===== src/rtl/pulse_pattern_receiver.sv =====
// Receive end of the serial pulse link: captures a WIDTH-bit pattern MSB-first, then
// verifies that the stream keeps repeating it, reporting lock and a saturating error count.
module pulse_pattern_receiver #(
  parameter int WIDTH = 16,
  parameter int ERR_W = 8
) (
  input  logic             clock,
  input  logic             reset_n,
  input  logic             start,
  input  logic             serial_in,
  output logic [WIDTH-1:0] word_out,
  output logic             word_valid,
  output logic             locked,
  output logic             mismatch,
  output logic [ERR_W-1:0] err_count,
  output logic             busy
);

  localparam int CNT_W = (WIDTH > 2) ? $clog2(WIDTH) : 1;
  localparam logic [CNT_W-1:0] LAST_BIT = CNT_W'(WIDTH - 1);
  localparam logic [CNT_W-1:0] ONE_BIT  = CNT_W'(1);

  typedef enum logic [1:0] {
    IDLE    = 2'd0,
    CAPTURE = 2'd1,
    VERIFY  = 2'd2
  } state_t;

  state_t             state_q, state_d;
  logic [WIDTH-1:0]   shreg_q, shreg_d;
  logic [WIDTH-1:0]   ref_q, ref_d;
  logic [WIDTH-1:0]   word_q, word_d;
  logic [CNT_W-1:0]   bitcnt_q, bitcnt_d;
  logic [ERR_W-1:0]   err_q, err_d;
  logic               word_valid_q, word_valid_d;
  logic               mismatch_q, mismatch_d;
  logic               locked_q, locked_d;
  logic               busy_q;

  logic [WIDTH-1:0]   captured_word;
  logic [WIDTH-1:0]   first_sample;
  logic               expected_bit;

  assign captured_word = {shreg_q[WIDTH-2:0], serial_in};
  // A new capture always begins with the current sample as bit 1, so nothing is dropped.
  assign first_sample  = {{(WIDTH-1){1'b0}}, serial_in};
  assign expected_bit  = ref_q[WIDTH-1];

  always_ff @(posedge clock) begin
    if (!reset_n) begin
      state_q      <= IDLE;
      shreg_q      <= '0;
      ref_q        <= '0;
      word_q       <= '0;
      bitcnt_q     <= '0;
      err_q        <= '0;
      word_valid_q <= 1'b0;
      mismatch_q   <= 1'b0;
      locked_q     <= 1'b0;
      busy_q       <= 1'b0;
    end else begin
      state_q      <= state_d;
      shreg_q      <= shreg_d;
      ref_q        <= ref_d;
      word_q       <= word_d;
      bitcnt_q     <= bitcnt_d;
      err_q        <= err_d;
      word_valid_q <= word_valid_d;
      mismatch_q   <= mismatch_d;
      locked_q     <= locked_d;
      busy_q       <= (state_d != IDLE);
    end
  end

  always_comb begin
    state_d      = state_q;
    shreg_d      = shreg_q;
    ref_d        = ref_q;
    word_d       = word_q;
    bitcnt_d     = bitcnt_q;
    err_d        = err_q;
    word_valid_d = 1'b0;
    mismatch_d   = 1'b0;
    locked_d     = locked_q;

    case (state_q)
      IDLE: begin
        if (start) begin
          state_d  = CAPTURE;
          shreg_d  = first_sample;
          bitcnt_d = ONE_BIT;
        end
      end

      CAPTURE: begin
        if (start) begin
          shreg_d  = first_sample;
          bitcnt_d = ONE_BIT;
          locked_d = 1'b0;
        end else if (bitcnt_q == LAST_BIT) begin
          shreg_d      = captured_word;
          word_d       = captured_word;
          ref_d        = captured_word;
          word_valid_d = 1'b1;
          bitcnt_d     = '0;
          state_d      = VERIFY;
        end else begin
          shreg_d  = captured_word;
          bitcnt_d = bitcnt_q + ONE_BIT;
        end
      end

      VERIFY: begin
        // A restart request takes priority and is not treated as an error.
        if (start) begin
          state_d  = CAPTURE;
          shreg_d  = first_sample;
          bitcnt_d = ONE_BIT;
          locked_d = 1'b0;
        end else if (serial_in == expected_bit) begin
          ref_d = {ref_q[WIDTH-2:0], ref_q[WIDTH-1]};
          if (bitcnt_q == LAST_BIT) begin
            locked_d = 1'b1;
            bitcnt_d = '0;
          end else begin
            bitcnt_d = bitcnt_q + ONE_BIT;
          end
        end else begin
          mismatch_d = 1'b1;
          locked_d   = 1'b0;
          if (!(&err_q)) begin
            err_d = err_q + ERR_W'(1);
          end
          state_d  = CAPTURE;
          shreg_d  = first_sample;
          bitcnt_d = ONE_BIT;
        end
      end

      default: begin
        state_d  = IDLE;
        locked_d = 1'b0;
      end
    endcase
  end

  assign word_out   = word_q;
  assign word_valid = word_valid_q;
  assign locked     = locked_q;
  assign mismatch   = mismatch_q;
  assign err_count  = err_q;
  assign busy       = busy_q;

endmodule


===== config.mk =====
export PLATFORM = sky130hd
export DESIGN_NAME = pulse_pattern_receiver
export DESIGN_NICKNAME = d
export VERILOG_FILES = /design/src/rtl/pulse_pattern_receiver.sv
export SDC_FILE = /design/constraint.sdc
export NUM_CORES = 1
export LEC_CHECK = 0
export CORE_ASPECT_RATIO = 0.8
export CORE_MARGIN = 2
export CORE_UTILIZATION = 45
export CTS_BUF_LIST = sky130_fd_sc_hd__clkbuf_4 sky130_fd_sc_hd__clkbuf_8
export DETAILED_ROUTE_END_ITERATION = 16
export DONT_BUFFER_PORTS = 1
export GPL_TIMING_DRIVEN = 0
export SYNTH_ARGS = -nofsm -noshare
export SYNTH_HDL_FRONTEND = slang
export SYNTH_SLANG_ARGS = --single-unit
export TNS_END_PERCENT = 1

===== constraint.sdc =====
create_clock -name clock -period 2.8 [get_ports clock]
set_input_delay 0.7 -clock clock [delete_from_list [all_inputs] [get_ports clock]]
set_output_delay 0.7 -clock clock [all_outputs]
set_load 0.02 [all_outputs]

==> flow_metrics.tcl <==
set metrics [dict create \
    fin_hold_ws_ns 0.478 \
    synth_edf_count 0 \
    register_area_um2 1300 \
    power_mw 1.92 \
    synth_area_um2 2870 \
    cp.required_ns 3.08 \
    fmax_mhz 454 \
    yosys.area.top_type "dfxtp_1" \
    h-tree-depth 3 \
    synthArstFlopShare_pct 0 \
    cp_data_arrival_time_ns 2.48 \
    worst_slew_pin_slew_ns 0.684 \
    hold_violations 0 \
    clock_skew_ns 0.0101 \
    dp_hpwl_um 4530 \
    clkSlewWorstSetupHoldPaths_ns 0.08 \
    vias 2316 \
    hold_class "register to register" \
    use_met3_pct 7.81 \
    placed_area_um2 2980 \
    drt_pre_antenna_iters 4 \
    insertion_delay_ns 0.36 \
    diodes 0 \
    grtUsageMet2_pct 27.3 \
    yosysUniqueCellTypes 42 \
    cts_buffer_depth 2 \
    dp_cells 404 \
    drv_slew 0 \
    timing_worst_setup_path_type "register to register" \
    die_w_um 93.3 \
    nNetsFinal 341 \
    grtUsageTotal_pct 19.8 \
    gr-usage-met1_pct 28.6 \
    cap_violations 0 \
    ys_dominant_reg_cell "dfxtp_1" \
    fin_tns_setup_ns 0 \
    grt_pass1_wl_um 10700 \
    syn_area_per_cell_um2 8.97 \
    grt_max_degree 15 \
    grt_busiest_layer "met1" \
    start_kind "register" \
    cts_setup_buffers 0 \
    overflow 0 \
    drtIter0Drc 89 \
    fin_util_pct 50.7 \
    preCtsSetupSlack_ns 0.488 \
    multi_input_area_um2 1440 \
    cts_tree "yes" \
    num_io_pins 32 \
    synth_nets 330 \
    final-setup-viol-count 0 \
    synth.top_cell.area_share_pct 45.3 \
    p_leak_nw 1.00 \
    power.density_nw_per_um2 604 \
    synth-seq-cells 65 \
    ctsResizeCount 0 \
    io_buffers 0 \
    setup_ws_ns 0.597 \
    ctsHoldBuffers 0 \
    drc 0 \
    detail-route-antenna-nets 0 \
    gp_congestion 0.764 \
    start_util_pct 45.7 \
    syn_inst 320 \
    ys_seq_area_share_pct 45.3 \
    fp.dieH_um 75.5 \
    dieArea_um2 7040 \
    fill_cells 600 \
    worstSetupEndpointType "register" \
    relSlewSlack_pct 53.1 \
    status "completed" \
    cts_root_buffer "clkbuf_8" \
    stdcell_count 420 \
    cp_max_fo 10 \
    drive_gt1_share_pct 13.4 \
    final_area_um2 3180 \
    rsz0062_at_grt "no" \
    cts_buffers 9 \
    rows 26 \
    syn_to_final_growth_pct 10.9 \
    clock-sinks 65 \
    antenna_found_initial 0 \
    timing.final.crit_share_pct 78.7 \
    core_area_um2 6280 \
    vias_per_cell 5.51 \
    period_needed_ns 2.20 \
    grt_pass1_vias 2026 \
    peakVddDrop_mv 0.328 \
    synth_area_leaders "dfxtp_1 (45%), a21oi_1 (8.9%), nand2_1 (6.9%)" \
    wl_per_cell_um 15.4 \
    yosys_warnings 0 \
    drt_wl_total_um 6470 \
]
==> where the power goes <==
part           internal, mW  switching [mW]  total [mW]
combinational        0.0442          0.0899       0.134
sequential            0.942          0.0148       0.957
clock                 0.427           0.405       0.832
total                  1.41           0.509        1.92
==> cell usage in the layout, fill, tap and decap left out, types with 2 or more instances in the layout <==
| master | n |
|---|---|
| dfxtp_1 | 65 |
| nand2_1 | 53 |
| a21oi_1 | 51 |
| nand3_1 | 19 |
| mux2i_1 | 17 |
| nor2_1 | 12 |
| clkbuf_1 | 11 |
| a211oi_2 | 10 |
| clkbuf_8 | 9 |
| buf_2 | 8 |
| a211oi_1 | 8 |
| inv_1 | 6 |
| ha_1 | 6 |
| o21ai_0 | 5 |
| nor2b_1 | 4 |
| nor3_1 | 4 |
| and3_1 | 3 |
| a211o_1 | 3 |
| inv_6 | 3 |
| a21oi_2 | 2 |
| nand2b_1 | 2 |
| a311oi_1 | 2 |
| o22ai_1 | 2 |
| a21boi_0 | 2 |
| o221a_2 | 2 |
| nand4_1 | 2 |
| o311ai_0 | 2 |
| o41ai_1 | 2 |
| buf_6 | 2 |
==> synth_stat cells (2+ instances only) <==
cell type	instances
a311oi_1	2
clkbuf_1	11
o21ai_0	5
buf_6	2
nor2b_1	4
o41ai_1	2
a211oi_2	10
nand2_1	53
ha_1	6
a211o_1	3
nand2b_1	2
nand3_1	19
mux2i_1	17
a21oi_1	51
a211oi_1	8
dfxtp_1	65
buf_2	8
inv_1	6
and3_1	3
nor3_1	4
o221a_2	2
o22ai_1	2
nand4_1	2
a21boi_0	2
nor2_1	12
o311ai_0	2
a21oi_2	2
==> flip-flops by register name, summed over array words and instances (netlist names) <==
name,count
ref_q,16
word_out,16
shreg_q,15
err_count,8
bitcnt_q,4
state_q,2
busy,1
locked,1
mismatch,1
word_valid,1
==> worst max-delay path, cell delays in order, from the launching register on <==
cell and delay (ns):
dfxtp_1 0.35, inv_1 0.12, ha_1 0.29, mux2i_1 0.63, a21o_1 0.26, buf_2 0.26, nand2_1 0.08, a21oi_1 0.13
==> final cells by class <==
cell class                      instances  area share, %
Multi-Input combinational cell        227           45.2
Sequential cell                        65           40.9
Tap cell                               84           3.30
Clock buffer                            9           3.89
Clock inverter                          7           2.63
Buffer                                 21           3.26
Inverter                                7          0.825
==> final timing paths <==
path          startpoint            to  slack (ns)  depth (start not counted)
max           state_q[0]    shreg_q[8]        0.60                          7
min reg2reg  shreg_q[14]  word_out[15]        0.48                          2
max reg2reg   state_q[0]    shreg_q[8]        0.60                          7
min          shreg_q[14]  word_out[15]        0.48                          2
==> layer usage <==
| layer | part of all wire (%) | up-vias |
|---|---|---|
| met5 | 0 | - |
| met4 | 1.1 | 0 |
| met3 | 5.3 | 7 |
| met2 | 42 | 52 |
| met1 | 52 | 1077 |
| li1 | - | 1180 |
==> cells by family after synthesis <==
group | Yosys count | synth area share (%)
and+or+nand+nor | 102 | 15.8
AOI/OAI and AO/OA | 98 | 24.1
DFF | 65 | 45.3
buffers and inverters | 28 | 4.53
muxes | 17 | 5.93
adders and majority gates | 6 | 2.61
xor gates and xnor gates | 4 | 1.74
Power figures use the tool's default switching activity.
